===== src/rtl/sync_fifo_fwft_pkg.sv =====
// Shared defaults for the first-word-fall-through FIFO and its storage.
package sync_fifo_fwft_pkg;

  localparam int DEF_WIDTH = 8;
  localparam int DEF_DEPTH = 16;

endpackage


===== src/rtl/DP_RAM.sv =====
// Simple dual-port RAM: one write port, one registered read port.
// Contents and read data clear on a synchronous active-low reset.
module DP_RAM
  import sync_fifo_fwft_pkg::*;
#(
  parameter  int WIDTH  = DEF_WIDTH,
  parameter  int DEPTH  = DEF_DEPTH,
  localparam int ADDR_W = $clog2(DEPTH)
) (
  input  logic              WR_CLK,
  input  logic              RD_CLK,
  input  logic              RSTn,
  input  logic              WR_EN,
  input  logic [ADDR_W-1:0] WR_ADDR,
  input  logic [WIDTH-1:0]  WR_DATA,
  input  logic              RD_EN,
  input  logic [ADDR_W-1:0] RD_ADDR,
  output logic [WIDTH-1:0]  RD_DATA
);

  logic [WIDTH-1:0] mem [DEPTH];

  always_ff @(posedge WR_CLK) begin
    if (!RSTn) begin
      for (int i = 0; i < DEPTH; i++) mem[i] <= '0;
    end else if (WR_EN) begin
      mem[WR_ADDR] <= WR_DATA;
    end
  end

  // Read data holds between read enables; the FIFO relies on that as its output stage.
  always_ff @(posedge RD_CLK) begin
    if (!RSTn)      RD_DATA <= '0;
    else if (RD_EN) RD_DATA <= mem[RD_ADDR];
  end

endmodule


===== src/rtl/sync_fifo_fwft.sv =====
// Single-clock FWFT FIFO around DP_RAM: pointer/occupancy tracking plus a
// prefetch into the RAM read register so the head is visible whenever M_VALID is high.
module sync_fifo_fwft
  import sync_fifo_fwft_pkg::*;
#(
  parameter  int WIDTH  = DEF_WIDTH,
  parameter  int DEPTH  = DEF_DEPTH,
  localparam int ADDR_W = $clog2(DEPTH),
  localparam int CNT_W  = $clog2(DEPTH + 2)
) (
  input  logic             CLK,
  input  logic             RST,
  input  logic [WIDTH-1:0] S_DATA,
  input  logic             S_VALID,
  output logic             S_READY,
  output logic [WIDTH-1:0] M_DATA,
  output logic             M_VALID,
  input  logic             M_READY,
  output logic [CNT_W-1:0] COUNT
);

  localparam int               PTR_W    = ADDR_W + 1;
  localparam logic [PTR_W-1:0] FULL_CNT = PTR_W'(DEPTH);
  localparam logic [CNT_W-1:0] MAX_CNT  = CNT_W'(DEPTH + 1);

  logic [PTR_W-1:0] wr_ptr;
  logic [PTR_W-1:0] rd_ptr;
  logic [PTR_W-1:0] ram_cnt;
  logic             out_valid;
  logic             wr_en;
  logic             rd_issue;
  logic [WIDTH-1:0] rd_data;

  assign ram_cnt  = wr_ptr - rd_ptr;
  assign S_READY  = !RST && (ram_cnt != FULL_CNT);
  assign wr_en    = S_VALID && S_READY;
  // Refill the output stage whenever it is empty or being drained this cycle.
  assign rd_issue = (ram_cnt != '0) && (!out_valid || M_READY);

  assign M_VALID  = out_valid;
  assign M_DATA   = out_valid ? rd_data : '0;
  assign COUNT    = CNT_W'(ram_cnt) + CNT_W'(out_valid);

  always_ff @(posedge CLK) begin
    if (RST) begin
      wr_ptr    <= '0;
      rd_ptr    <= '0;
      out_valid <= 1'b0;
    end else begin
      if (wr_en)    wr_ptr <= wr_ptr + PTR_W'(1);
      if (rd_issue) rd_ptr <= rd_ptr + PTR_W'(1);
      if (rd_issue)                    out_valid <= 1'b1;
      else if (out_valid && M_READY)   out_valid <= 1'b0;
    end
  end

  DP_RAM #(
    .WIDTH (WIDTH),
    .DEPTH (DEPTH)
  ) u_ram (
    .WR_CLK  (CLK),
    .RD_CLK  (CLK),
    .RSTn    (~RST),
    .WR_EN   (wr_en),
    .WR_ADDR (wr_ptr[ADDR_W-1:0]),
    .WR_DATA (S_DATA),
    .RD_EN   (rd_issue),
    .RD_ADDR (rd_ptr[ADDR_W-1:0]),
    .RD_DATA (rd_data)
  );

  a_no_overflow : assert property (@(posedge CLK) disable iff (RST)
    !(wr_en && (ram_cnt == FULL_CNT)));
  a_no_underflow : assert property (@(posedge CLK) disable iff (RST)
    !(rd_issue && (ram_cnt == '0)));
  a_count_range : assert property (@(posedge CLK) disable iff (RST)
    COUNT <= MAX_CNT);

endmodule


===== config.mk =====
export PLATFORM = sky130hd
export DESIGN_NAME = sync_fifo_fwft
export DESIGN_NICKNAME = d
export VERILOG_FILES = /design/src/rtl/sync_fifo_fwft_pkg.sv /design/src/rtl/DP_RAM.sv /design/src/rtl/sync_fifo_fwft.sv
export SDC_FILE = /design/constraint.sdc
export NUM_CORES = 1
export LEC_CHECK = 0
export BUFFER_PORTS_ARGS = -buffer_cell sky130_fd_sc_hd__buf_2
export CORE_MARGIN = 1.5
export CORE_UTILIZATION = 27
export CTS_BUF_LIST = sky130_fd_sc_hd__clkbuf_16
export CTS_CLUSTER_DIAMETER = 80
export DETAILED_ROUTE_END_ITERATION = 12
export GPL_ROUTABILITY_DRIVEN = 0
export GPL_TIMING_DRIVEN = 0
export PLACE_DENSITY = 0.52
export SYNTH_ARGS = -nofsm -noshare
export SYNTH_HDL_FRONTEND = slang
export SYNTH_HIERARCHICAL = 1
export SYNTH_SLANG_ARGS = --single-unit

===== constraint.sdc =====
create_clock -name CLK -period 11 [get_ports CLK]
set_input_delay 0.55 -clock CLK [delete_from_list [all_inputs] [get_ports CLK]]
set_output_delay 0.55 -clock CLK [all_outputs]
set_load 0.03 [all_outputs]

Word-level counts from Yosys, hierarchy flattened. Memory sizes are Yosys's and may differ from the RTL's. A register that Yosys moved wholly into a read port is not among the register bits. Index checks and enable logic that the tools add are counted.

Add/subtract/negate cells: 4. Multipliers: 0. Divide/modulo/power cells: 0. Magnitude comparators: 0. Equality and inequality tests: 1. Shift-type cells: 0. Muxes and demuxes: 10. Bitwise gates (word level): 0. Reductions and logical operators: 10.

Operators by type and width (number): 2-to-1 mux 8 bit (2); adder 5 x 1 -> 5 bit (second input constant) (2); OR reduction 8 bit (1); 2-to-1 mux 1 bit (7); adder 5 x 1 -> 5 bit (1); inequality test 5 bit (second input constant) (1); nonzero test 5 bit (1); subtractor 5 bit (1); logical AND 1 bit (4); 2-to-1 mux 4 bit (1); logical NOT 1 bit (2); nonzero test 2 bit (1); logical OR 1 bit (1).

Register bits after elaboration: 11. Bits in latches: 0. Memory bits (writable): 128. Bits in read-only memories: 0. Input port bits: 12. Output and inout port bits: 15. Logic and storage cells: 29. Memories kept: 1.

Memories: u_ram.mem (words 16, bits a word 8, read ports 1, clocked after Yosys merged registers in 1, write ports 16, line DP_RAM.sv:21) `logic [WIDTH-1:0] mem [DEPTH];`.

Logic depth before layout (Yosys ltp). Gate-level depths: netlist (run 1).

Depth in word-level cells: 9. Gate-level depth with buffers: 13. Depth with buffers taken out: 12.

Cells and area by module. Netlist (run 1), hierarchy kept.

By module, submodules not included: DP_RAM (times used 1, cells an instance 474, area each 6257.3 um2, sequential area each 4003.8 um2); sync_fifo_fwft (times used 1, cells an instance 107, area each 935.9 um2, sequential area each 220.2 um2).

Worst setup path after synthesis (run 1). No wires, ideal clock.

Kind: register to register. From: register wr_ptr[0]. To: memory u_ram/mem[1][0] (netlist name), enable pin. Setup time: 0.384 ns. Data arrival time: 3.407 ns. Required time: 10.616 ns. Slack: 7.209 ns. Cell stages (with the launch flop): 13. Path buffers: 1. Clock period less this slack: 3.791 ns. Cell sequence: dfxtp_1 inv_1 ha_1 fa_1 nand2b_1 a21oi_1 xnor2_1 a21boi_2 and2_1 nand2_1 or3_1 buf_6 o21ai_0.

RTL lines: start, declared (line sync_fifo_fwft.sv:26) `logic [PTR_W-1:0] wr_ptr;`; start signal, assigned (line sync_fifo_fwft.sv:50) `if (wr_en) wr_ptr <= wr_ptr + PTR_W'(1);`; end, declared (line DP_RAM.sv:21).

==> summary.txt, run 1 <==
Timing
  – Worst-margin pin slew: 1.29 ns
  – Fin crit period: 4.68 ns
  – Max-slew violation count: 0
  – Relative slew margins: 0.129
  – TNS Setup: 0 ns
  – Period utilization: 0.425
  – Unrepaired setup endpoints after global routing: no
  – Final setup viols: 0
  – Max Fclk: 0.214 GHz
  – Final hold violation count: 0
  – Skew final: 0.0117 ns

Worst setup path
  – CP startpoint kind: flop
  – Worst r2r src: wr_ptr[0]
  – CP top delay family: simple AND/OR/NAND/NOR gates
  – Critical path start-end classification: reg2reg
  – Setup crit end kind: flop
  – Data required time of the worst path: 11.07 ns
  – Reg2Reg Depth: 11
  – Slowest stage cell, crit path: nor3_1
  – Reg2Reg Setup Slack: 6.32 ns
  – Worst-path cell chain: inv_1, ha_1, fa_1, xnor2_2, a211o_2, o31ai_4, a21boi_2, and2_1, nand4b_1, nor3_1, nand2b_1
  – Worst reg2reg endpoint: u_ram/mem[8][3]
  – Buf+Inv Stages, Crit Path: 1
  – CP max FO: 11
  – Worst Path Arrival: 4.75 ns
  – Slowest stage delay, CP: 0.86 ns

Power and ir drop
  – Reg power frac: 0.393
  – Switching part of the total: 0.327
  – P_leak: 3.04 nW
  – Comb pwr share: 0.258
  – Power Density: 208 mW/mm^2
  – Clock share of power: 0.348
  – VDD IR max: 0.000198 V
  – Int Pwr: 1.17 mW
  – Tot Pwr: 1.74 mW
  – Sw power: 0.567 mW

Clock network
  – CTS Buf Count: 17
  – CTS Buffer Depth: 2
  – Clock latency on the worst-skew pair: 0.43 ns
  – Post-CTS sizing: 0
  – CTS tree: yes
  – Sink Count: 147
  – Worst-path clk slew: 0.06 ns
  – Hold-fix buffers, CTS: 0
  – Root buffer cell: clkbuf_16
  – Setup bufs post-CTS: 0
  – H-Tree Level Count: 4

Synth
  – Top_reg_cell synth: edfxtp_1
  – Sequential area share after synthesis: 0.587
  – Mapped Nets: 602
  – Synth top area cells: edfxtp_1 53%, and2_1 12%, mux2i_1 9.2%
  – Synth top cells by count: 138 x and2_1, 128 x edfxtp_1, 66 x mux2i_1, 27 x nand3_1, 25 x nand2_1
  – Yosys warning count: 6
  – Count leader, synth: and2_1
  – Area share of the largest cell type after synthesis: 0.534
  – Post-synth EDFFs: 128
  – Synth Instances: 581
  – Syn Area/Cell: 12.4 sq um
  – Synth async-reset ratio: 0
  – Post-synthesis cell type count: 44
  – Flops & latches, synth: 147
  – Area leader, netlist: edfxtp_1
  – Mapped Area: 0.00719 sq mm

Drt
  – Via count: 4,552
  – DR iter-0 viols: 348
  – DRT Pass-1 Iters: 9
  – Wire per inst: 19.2 um
  – ANT nets after route: 0
  – Final wirelength: 18,700 um
  – Vias per Instance: 4.68
  – Drc violations: 2

Place
  – Dpl cells: 941
  – Post-place instance area: 0.00774 sq mm
  – I/O Buffers: 25
  – Dpl hpwl: 13,000 um

Global route
  – Global-route wire length before repair: 28,100 um
  – Vias in the first global route: 4,490
  – Final global-route overflow total: 0
  – Pin count of the biggest net entering global routing: 17
  – All-Layer GR Usage: 0.141
  – Initial antenna violation count: 0

Min path
  – Worst hold stages: 2
  – Hold path start: u_ram/RD_DATA[7]
  – Hold Path Class: reg2reg
  – Min-Delay Endpoint: u_ram/RD_DATA[7]

Finish
  – Area grow syn2layout: 16.1%
  – Final net count: 646
  – Register area: 0.00422 sq mm
  – Area occupied by multi-input gates: 0.00279 sq mm
  – Share of cells above drive strength 1: 0.133
  – Number of fill cells: 2,697
  – Inserted Diodes: 0
  – Post-route cell area: 0.00835 sq mm
  – Cell Count, Final, Fillers Out: 973

Status
  – Status: finished, violations left
  – Failing checks: design-rule violations

Floorplan
  – CORE AREA: 0.0261 sq mm
  – Num rows: 59
  – Die Ht: 166 um
  – Die ar.: 0.0276 sq mm
  – I/O Pins: 27
  – DIE WIDTH: 166 um
  – Initial core utilization: 0.275

Job
  – Max_cap viols: 0
layout make-up:
type	count	area share
clock buffer	17	0.0509
buffer	28	0.0181
inverter	8	0.00359
sequential	147	0.506
clock inverter	15	0.0228
multi-input combinational	398	0.334
timing repair buffer	25	0.0150
tap	335	0.0502
power by group through the flow:
stage	combinational, mW	sequential, mW	clock, mW
2_1_floorplan	0.319	0.681	0
3_5_place_dp	0.448	0.694	0
4_1_cts	0.450	0.682	0.616
6_report	0.448	0.682	0.604
5_1_grt	0.482	0.688	0.638
3_3_place_gp	0.448	0.693	0
metrics by stage:
| stage | util | hold WS, ns | setup WS [ns] |
|---|---|---|---|
| floorplan | - | 0.418 | 7.21 |
| global placement | 0.296 | 0.436 | 6.35 |
| detailed placement | 0.296 | 0.439 | 6.34 |
| CTS | 0.320 | 0.453 | 6.34 |
| global route | 0.320 | 0.479 | 6.01 |
| finish | 0.320 | 0.446 | 6.32 |
worst max-delay path by stage:
stage                                   to  startpoint  slack, ns  cells past startpoint
after floorplan            u_ram/mem[1][0]   wr_ptr[0]       7.21                     12
after global placement    u_ram/mem[12][7]   wr_ptr[0]       6.35                     11
after detailed placement  u_ram/mem[12][7]   wr_ptr[0]       6.34                     11
after CTS                 u_ram/mem[12][0]   wr_ptr[0]       6.34                     11
after global routing       u_ram/mem[8][3]   wr_ptr[0]       6.01                     11
final                      u_ram/mem[8][3]   wr_ptr[0]       6.32                     11
logic make-up after synthesis:
kind of cell / count (synthesis) / synth area share
buf+inv: 36 / 0.0252
xor+xnor: 8 / 0.0118
mux: 74 / 0.105
simple gates: 249 / 0.200
flops: 147 / 0.587
compound gates: 58 / 0.0536
fa+ha+maj: 9 / 0.0167
placed cells by master, fill, tap and decap left out, drive strengths merged, types with 2 or more instances in the layout:
cell type	netlist	layout
xnor2	4	4
dfxtp	19	19
clkinv	0	8
and2	138	138
a21oi	17	17
nor3	4	4
nand2	26	26
nand4	5	5
a21boi	2	2
inv	8	10
nand3	27	27
o21ai	12	12
edfxtp	128	128
nand2b	7	7
mux2i	66	66
ha	8	8
clkbuf	15	32
nor2	27	27
xor2	4	4
or3	2	2
buf	13	38
nand4b	2	2
mux2	8	8
a22oi	24	24
bufinv	0	4
nor2b	7	7
state kept, by name, indices dropped and copies added, names as in the netlist:
register	cells
M_VALID	1
u_ram/RD_DATA	8
rd_ptr	5
u_ram/mem	128
wr_ptr	5
worst register-to-register path: stages, from the launching register on:
cell and delay (ns):
dfxtp_1 0.63, inv_1 0.15, ha_1 0.26, fa_1 0.42, xnor2_2 0.35, a211o_2 0.19, o31ai_4 0.13, a21boi_2 0.26
and2_1 0.21, nand4b_1 0.39, nor3_1 0.86, nand2b_1 0.48
metal layers:
layer / global-route usage / vias to the layer above / part of all wire
met5: 0 / - / 0
met4: 0.0470 / 0 / 0.015
met3: 0.0281 / 23 / 0.051
met2: 0.232 / 125 / 0.48
met1: 0.187 / 2234 / 0.45
li1: - / 2170 / -
Note: power is estimated with default switching activity, not from simulation.
==> run 2, diff against run 1 <==
- clock period: 11 -> 4.45 ns (I/O delays scaled with it)
==> summary.txt, run 2 (synthesis gave the netlist of run 1 again) <==
Min path
  – Min-Delay Endpoint: M_VALID (was u_ram/RD_DATA[7])
  – Hold path start: M_READY (was u_ram/RD_DATA[7])
  – Hold Path Class: in2reg (was reg2reg)
  – Worst hold stages: 3 (was 2)

Place
  – Dpl hpwl: 13,000 um (unchanged)
  – I/O Buffers: 25 (unchanged)

Finish
  – Most common cell after layout, fill and taps aside: and2_1 (unchanged)
  – Largest register FFs: 128 (unchanged)
  – Final Util: 0.322 (was 0.320)
  – Area grow syn2layout: 16.8% (was 16.1%)
  – Inserted Diodes: 0 (unchanged)
  – Share of cells above drive strength 1: 0.144 (was 0.133)
  – Number of fill cells: 2,694 (was 2,697)
  – Top Registers: u_ram/mem (128), u_ram/RD_DATA (8) (unchanged)
  – Highest-count cells in the layout ignoring fill and taps: 138 x and2_1, 128 x edfxtp_1, 66 x mux2i_1 (unchanged)
  – Final net count: 648 (was 646)
  – Top reg by flops: u_ram/mem (unchanged)

Power and ir drop
  – P_leak: 3.05 nW (was 3.04 nW)
  – Sw power: 1.41 mW (was 0.567 mW)
  – Reg power frac: 0.394 (was 0.393)
  – Clock share of power: 0.348 (about the same)
  – Int Pwr: 2.89 mW (was 1.17 mW)
  – Power Density: 512 mW/mm^2 (was 208 mW/mm^2)
  – Tot Pwr: 4.30 mW (was 1.74 mW)
  – Comb pwr share: 0.258 (about the same)
  – Switching part of the total: 0.328 (was 0.327)
  – VDD IR max: 0.000490 V (was 0.000198 V)

Global route
  – Met2 Use GR: 0.232 (unchanged)
  – Global-route wire length before repair: 28,100 um (unchanged)
  – Pin count of the biggest net entering global routing: 17 (unchanged)
  – Grt peak-use layer: met2 (unchanged)
  – GR met3 Demand/Resource: 0.0281 (unchanged)
  – Global Route met1 Usage: 0.187 (unchanged)
  – Final global-route overflow total: 0 (unchanged)
  – Initial antenna violation count: 0 (unchanged)
  – All-Layer GR Usage: 0.141 (unchanged)
  – Vias in the first global route: 4,490 (unchanged)

Floorplan
  – Die Ht: 166 um (unchanged)
  – Die ar.: 0.0276 sq mm (unchanged)
  – DIE WIDTH: 166 um (unchanged)
  – Initial core utilization: 0.275 (unchanged)
  – I/O Pins: 27 (unchanged)
  – Num rows: 59 (unchanged)
  – CORE AREA: 0.0261 sq mm (unchanged)

Timing
  – Final hold violation count: 0 (unchanged)
  – Worst-margin pin slew: 0.829 ns (was 1.29 ns)
  – TNS Setup: 0 ns (unchanged)
  – Final setup viols: 0 (unchanged)
  – Period utilization: 0.931 (was 0.425)
  – Max-slew violation count: 0 (unchanged)
  – Max Fclk: 0.241 GHz (was 0.214 GHz)
  – Unrepaired setup endpoints after global routing: yes (was no)
  – Fin crit period: 4.14 ns (was 4.68 ns)
  – Skew final: 0.0121 ns (was 0.0117 ns)
  – Relative slew margins: 0.444 (was 0.129)

Clock network
  – Root buffer cell: clkbuf_16 (unchanged)
  – H-Tree Level Count: 4 (unchanged)
  – CTS tree: yes (unchanged)
  – CTS Buffer Depth: 2 (unchanged)
  – Clock latency on the worst-skew pair: 0.43 ns (about the same)
  – Worst-path clk slew: 0.06 ns (about the same)
  – Sink Count: 147 (unchanged)
  – Hold-fix buffers, CTS: 0 (unchanged)
  – CTS Buf Count: 17 (unchanged)

Worst setup path
  – Reg2Reg Depth: 10 (was 11)
  – Worst Path Arrival: 4.20 ns (was 4.75 ns)
  – Worst reg2reg endpoint: u_ram/mem[10][0] (was u_ram/mem[8][3])
  – Critical path start-end classification: reg2reg (unchanged)
  – Setup crit end kind: flop (unchanged)
  – Slowest stage cell, crit path: o21ai_1 (was nor3_1)
  – Buf+Inv Stages, Crit Path: 1 (unchanged)
  – CP max FO: 11 (unchanged)
  – CP startpoint kind: flop (unchanged)
  – Worst-path cell chain: inv_1, ha_1, fa_1, xnor2_2, a211o_2, o31ai_4, a21boi_2, and2_1, nand4b_1, o21ai_1 (was inv_1, ha_1, fa_1, xnor2_2, a211o_2, o31ai_4, a21boi_2, and2_1, nand4b_1, nor3_1, nand2b_1)
  – Worst r2r src: wr_ptr[0] (unchanged)
  – Slowest stage delay, CP: 0.82 ns (was 0.86 ns)
  – Data required time of the worst path: 4.51 ns (was 11.07 ns)
  – CP top delay family: compound AO/OA/AOI/OAI gates (was simple AND/OR/NAND/NOR gates)
  – Reg2Reg Setup Slack: 0.31 ns (was 6.32 ns)

Drt
  – Drc violations: 2 (unchanged)
  – Via count: 4,583 (was 4,552)
  – ANT nets after route: 0 (unchanged)
  – DRT Pass-1 Iters: 9 (unchanged)
  – DR iter-0 viols: 337 (was 348)
  – Vias per Instance: 4.70 (was 4.68)
  – Wire per inst: 19.2 um (about the same)
  – Final wirelength: 18,700 um (about the same)

Status
  – Status: finished, violations left (unchanged)
  – Failing checks: design-rule violations (unchanged)

Job
  – Max_cap viols: 0 (unchanged)
==> run 2: changes by cell type in the layout (fill, tap and decap cells not counted), moves of 3 or more <==
cell / before / now
nor3_1: 3 / 0
nor3_4: 1 / 4
o21ai_0: 12 / 0
o21ai_1: 0 / 12
==> run 2: worst reg2reg max path, delay by kind of cell (launching register included) <==
| family | cells | cell delay [ns] |
|---|---|---|
| AO/OA/AOI/OAI | 4 | 1.41 |
| XOR/XNOR | 1 | 0.35 |
| adder cells (fa/ha/maj) | 2 | 0.67 |
| buffers and inverters | 1 | 0.13 |
| flip-flops | 1 | 0.55 |
| AND/OR/NAND/NOR | 2 | 0.66 |
==> run 2: stage by stage <==
step | cell area (sq um) | instances | worst slack, ns | hold slack, ns
floorplan | 7190 | 581 | 0.659 | 0.418
global placement | 7740 | 941 | -0.203 | 0.436
detailed placement | 7740 | 941 | -0.207 | 0.439
CTS | 8350 | 973 | -0.211 | 0.125
global route | 8400 | 975 | -0.0112 | 0.151
finish | 8400 | 975 | 0.307 | 0.140
==> run 2: worst max path at each step <==
stage	start	endpoint	slack, ns	cells after the start
4_1_cts	wr_ptr[0]	u_ram/mem[12][0]	-0.21	11
2_1_floorplan	wr_ptr[0]	u_ram/mem[3][0]	0.66	12
6_report	wr_ptr[0]	u_ram/mem[10][0]	0.31	10
3_5_place_dp	wr_ptr[0]	u_ram/mem[12][7]	-0.21	11
3_3_place_gp	wr_ptr[0]	u_ram/mem[12][7]	-0.20	11
5_1_grt	wr_ptr[0]	u_ram/mem[11][1]	-0.01	10
==> run 2: cell type report <==
class | count | area (sq um) | share of cell area
Multi-Input combinational cell | 398 | 2820 | 0.336
Clock buffer | 17 | 425 | 0.0506
Sequential cell | 147 | 4230 | 0.503
Inverter | 8 | 30.0 | 0.00357
Timing Repair Buffer | 27 | 140 | 0.0167
Clock inverter | 15 | 190 | 0.0226
Tap cell | 335 | 419 | 0.0499
Buffer | 28 | 151 | 0.0180
==> run 2: timing repair <==
| action | CTS | global route |
|---|---|---|
| resized for setup | 5 | 15 |
| endpoints found under the setup margin | 104 | 127 |
| buffers inserted | 0 | 2 |
| pin swaps | 0 | 2 |
==> run 2: power by group through the flow <==
stage	clock network [mW]	logic [mW]	registers (mW)
floorplan	0	0.788	1.68
global placement	0	1.11	1.71
detailed placement	0	1.11	1.72
CTS	1.52	1.11	1.69
global route	1.58	1.19	1.71
finish	1.50	1.11	1.69
==> run 2: routing by layer <==
metal,part of all wire,up-vias
met2,0.48,100
met4,0.014,0
li1,-,2175
met1,0.46,2291
met3,0.044,17
met5,0,-
==> run 3, diff against run 2 <==
- PLACE_DENSITY: 0.52 -> 0.45
==> summary.txt, run 3 (synthesis gave the netlist of run 1 again) <==
Finish
  – Final net count: 650 (was 648)
  – Register area: 0.00423 sq mm (unchanged)
  – Cell Count, Final, Fillers Out: 976 (was 975)
  – Highest-count cells in the layout ignoring fill and taps: 138 x and2_1, 128 x edfxtp_1, 66 x mux2i_1 (unchanged)
  – Largest register FFs: 128 (unchanged)
  – Top Registers: u_ram/mem (128), u_ram/RD_DATA (8) (unchanged)
  – Final Util: 0.321 (was 0.322)
  – Share of cells above drive strength 1: 0.139 (was 0.144)
  – Post-route cell area: 0.00840 sq mm (about the same)
  – Area grow syn2layout: 16.8% (about the same)
  – Most common cell after layout, fill and taps aside: and2_1 (unchanged)
  – Top reg by flops: u_ram/mem (unchanged)
  – Area occupied by multi-input gates: 0.00282 sq mm (unchanged)
  – Number of fill cells: 2,649 (was 2,694)
  – Inserted Diodes: 0 (unchanged)

Worst setup path
  – CP max FO: 11 (unchanged)
  – Critical path startpoint: wr_ptr[0] (unchanged)
  – Worst reg2reg endpoint: u_ram/mem[4][6] (was u_ram/mem[10][0])
  – Critical path start-end classification: reg2reg (unchanged)
  – CP startpoint kind: flop (unchanged)
  – Data required time of the worst path: 4.52 ns (was 4.51 ns)
  – Worst Path Arrival: 4.19 ns (was 4.20 ns)
  – Crit path to: u_ram/mem[4][6] (was u_ram/mem[10][0])
  – Reg2Reg Setup Slack: 0.33 ns (was 0.31 ns)
  – Reg2Reg Depth: 11 (was 10)
  – Setup crit end kind: flop (unchanged)
  – Worst r2r src: wr_ptr[0] (unchanged)

Drt
  – DRT Pass-1 Iters: 9 (unchanged)
  – DR iter-0 viols: 315 (was 337)
  – Via count: 4,524 (was 4,583)
  – Drc violations: 8 (was 2)
  – ANT nets after route: 0 (unchanged)
  – Vias per Instance: 4.64 (was 4.70)
  – Wire per inst: 19.7 um (was 19.2 um)
  – Final wirelength: 19,200 um (was 18,700 um)

Global route
  – Final global-route overflow total: 0 (unchanged)
  – All-Layer GR Usage: 0.144 (was 0.141)
  – Global-route wire length before repair: 28,300 um (was 28,100 um)
  – Initial antenna violation count: 0 (unchanged)
  – Vias in the first global route: 4,513 (was 4,490)
  – Pin count of the biggest net entering global routing: 17 (unchanged)

Power and ir drop
  – Sw power: 1.39 mW (was 1.41 mW)
  – P_leak: 3.05 nW (about the same)
  – VDD IR max: 0.000556 V (was 0.000490 V)
  – Clock share of power: 0.342 (was 0.348)
  – Power Density: 508 mW/mm^2 (was 512 mW/mm^2)
  – Switching part of the total: 0.326 (was 0.328)
  – Comb pwr share: 0.259 (was 0.258)
  – Int Pwr: 2.88 mW (was 2.89 mW)
  – Tot Pwr: 4.27 mW (was 4.30 mW)
  – Reg power frac: 0.398 (was 0.394)

Clock network
  – Clock latency on the worst-skew pair: 0.43 ns (about the same)
  – Sink Count: 147 (unchanged)
  – Hold-fix buffers, CTS: 0 (unchanged)
  – H-Tree Level Count: 4 (unchanged)
  – CTS Buffer Depth: 2 (unchanged)
  – Root buffer cell: clkbuf_16 (unchanged)
  – CTS Buf Count: 17 (unchanged)
  – CTS tree: yes (unchanged)
  – Worst-path clk slew: 0.06 ns (about the same)

Floorplan
  – CORE AREA: 0.0261 sq mm (unchanged)
  – I/O Pins: 27 (unchanged)
  – DIE WIDTH: 166 um (unchanged)
  – Die ar.: 0.0276 sq mm (unchanged)
  – Initial core utilization: 0.275 (unchanged)
  – Num rows: 59 (unchanged)
  – Die Ht: 166 um (unchanged)

Place
  – Dpl cells: 941 (unchanged)
  – Dpl hpwl: 13,700 um (was 13,000 um)
  – Post-place instance area: 0.00774 sq mm (unchanged)
  – I/O Buffers: 25 (unchanged)
  – Post-Place Worst Slack: -0.211 ns (was -0.207 ns)

Timing
  – Relative slew margins: 0.439 (was 0.444)
  – Final setup viols: 0 (unchanged)
  – Unrepaired setup endpoints after global routing: no (was yes)
  – Worst-margin pin slew: 0.836 ns (was 0.829 ns)
  – Skew final: 0.0136 ns (was 0.0121 ns)
  – Fin worst setup slack: 0.326 ns (was 0.307 ns)
  – Max Fclk: 0.242 GHz (was 0.241 GHz)
  – Final hold slack: 0.141 ns (was 0.140 ns)
  – TNS Setup: 0 ns (unchanged)
  – Final hold violation count: 0 (unchanged)
  – Fin crit period: 4.12 ns (was 4.14 ns)
  – Max-slew violation count: 0 (unchanged)
  – Period utilization: 0.927 (was 0.931)

Job
  – Max_cap viols: 0 (unchanged)

Status
  – Failing checks: design-rule violations (unchanged)
  – Status: finished, violations left (unchanged)

Min path
  – Hold Path Class: in2reg (unchanged)
run 3: power groups by stage:
stage,Combinational [mW],Clock [mW],Sequential (mW)
2_1_floorplan,0.788,0,1.68
3_3_place_gp,1.10,0,1.72
3_5_place_dp,1.11,0,1.72
4_1_cts,1.11,1.49,1.69
5_1_grt,1.21,1.54,1.71
6_report,1.11,1.46,1.70
run 3: repair_timing:
action,4_1_cts,5_1_grt
gates resized for setup,6,13
endpoints found under the setup margin,114,135
endpoints found under the hold margin,0,0
buffers inserted,0,3
pin swaps,0,0
run 3: cell type report:
cell class | instances | area share
Sequential cell | 147 | 0.503
Multi-Input combinational cell | 398 | 0.336
Clock buffer | 17 | 0.0506
Tap cell | 335 | 0.0499
Clock inverter | 14 | 0.0206
Timing Repair Buffer | 29 | 0.0182
Buffer | 28 | 0.0180
Inverter | 8 | 0.00358
run 3: worst min-delay path by stage:
stage                           startpoint          endpoint  slack, ns  cells after the start
after CTS                              RST         rd_ptr[2]       0.13                      3
after global placement    u_ram/RD_DATA[1]  u_ram/RD_DATA[1]       0.44                      2
after floorplan           u_ram/RD_DATA[0]  u_ram/RD_DATA[0]       0.42                      2
after global routing               M_READY           M_VALID       0.14                      3
final                                  RST         rd_ptr[2]       0.14                      3
after detailed placement  u_ram/RD_DATA[1]  u_ram/RD_DATA[1]       0.44                      2
run 3: metal layers:
layer  vias to the layer above  wire length (um)  GRT usage
met4                         0               308     0.0506
li1                       2181                 -          -
met1                      2237              8920      0.188
met2                        87              9260      0.237
met5                         -                 0          0
met3                        19               715     0.0293
run 3: critical path, stage by stage, from the launching register on:
cell,delay (ns)
dfxtp_2,0.56
inv_1,0.13
ha_1,0.25
fa_1,0.42
nand2b_1,0.17
a21oi_1,0.30
xnor2_1,0.22
a21boi_2,0.26
and2_1,0.22
nand4b_1,0.39
nor3_4,0.43
nand2b_1,0.43
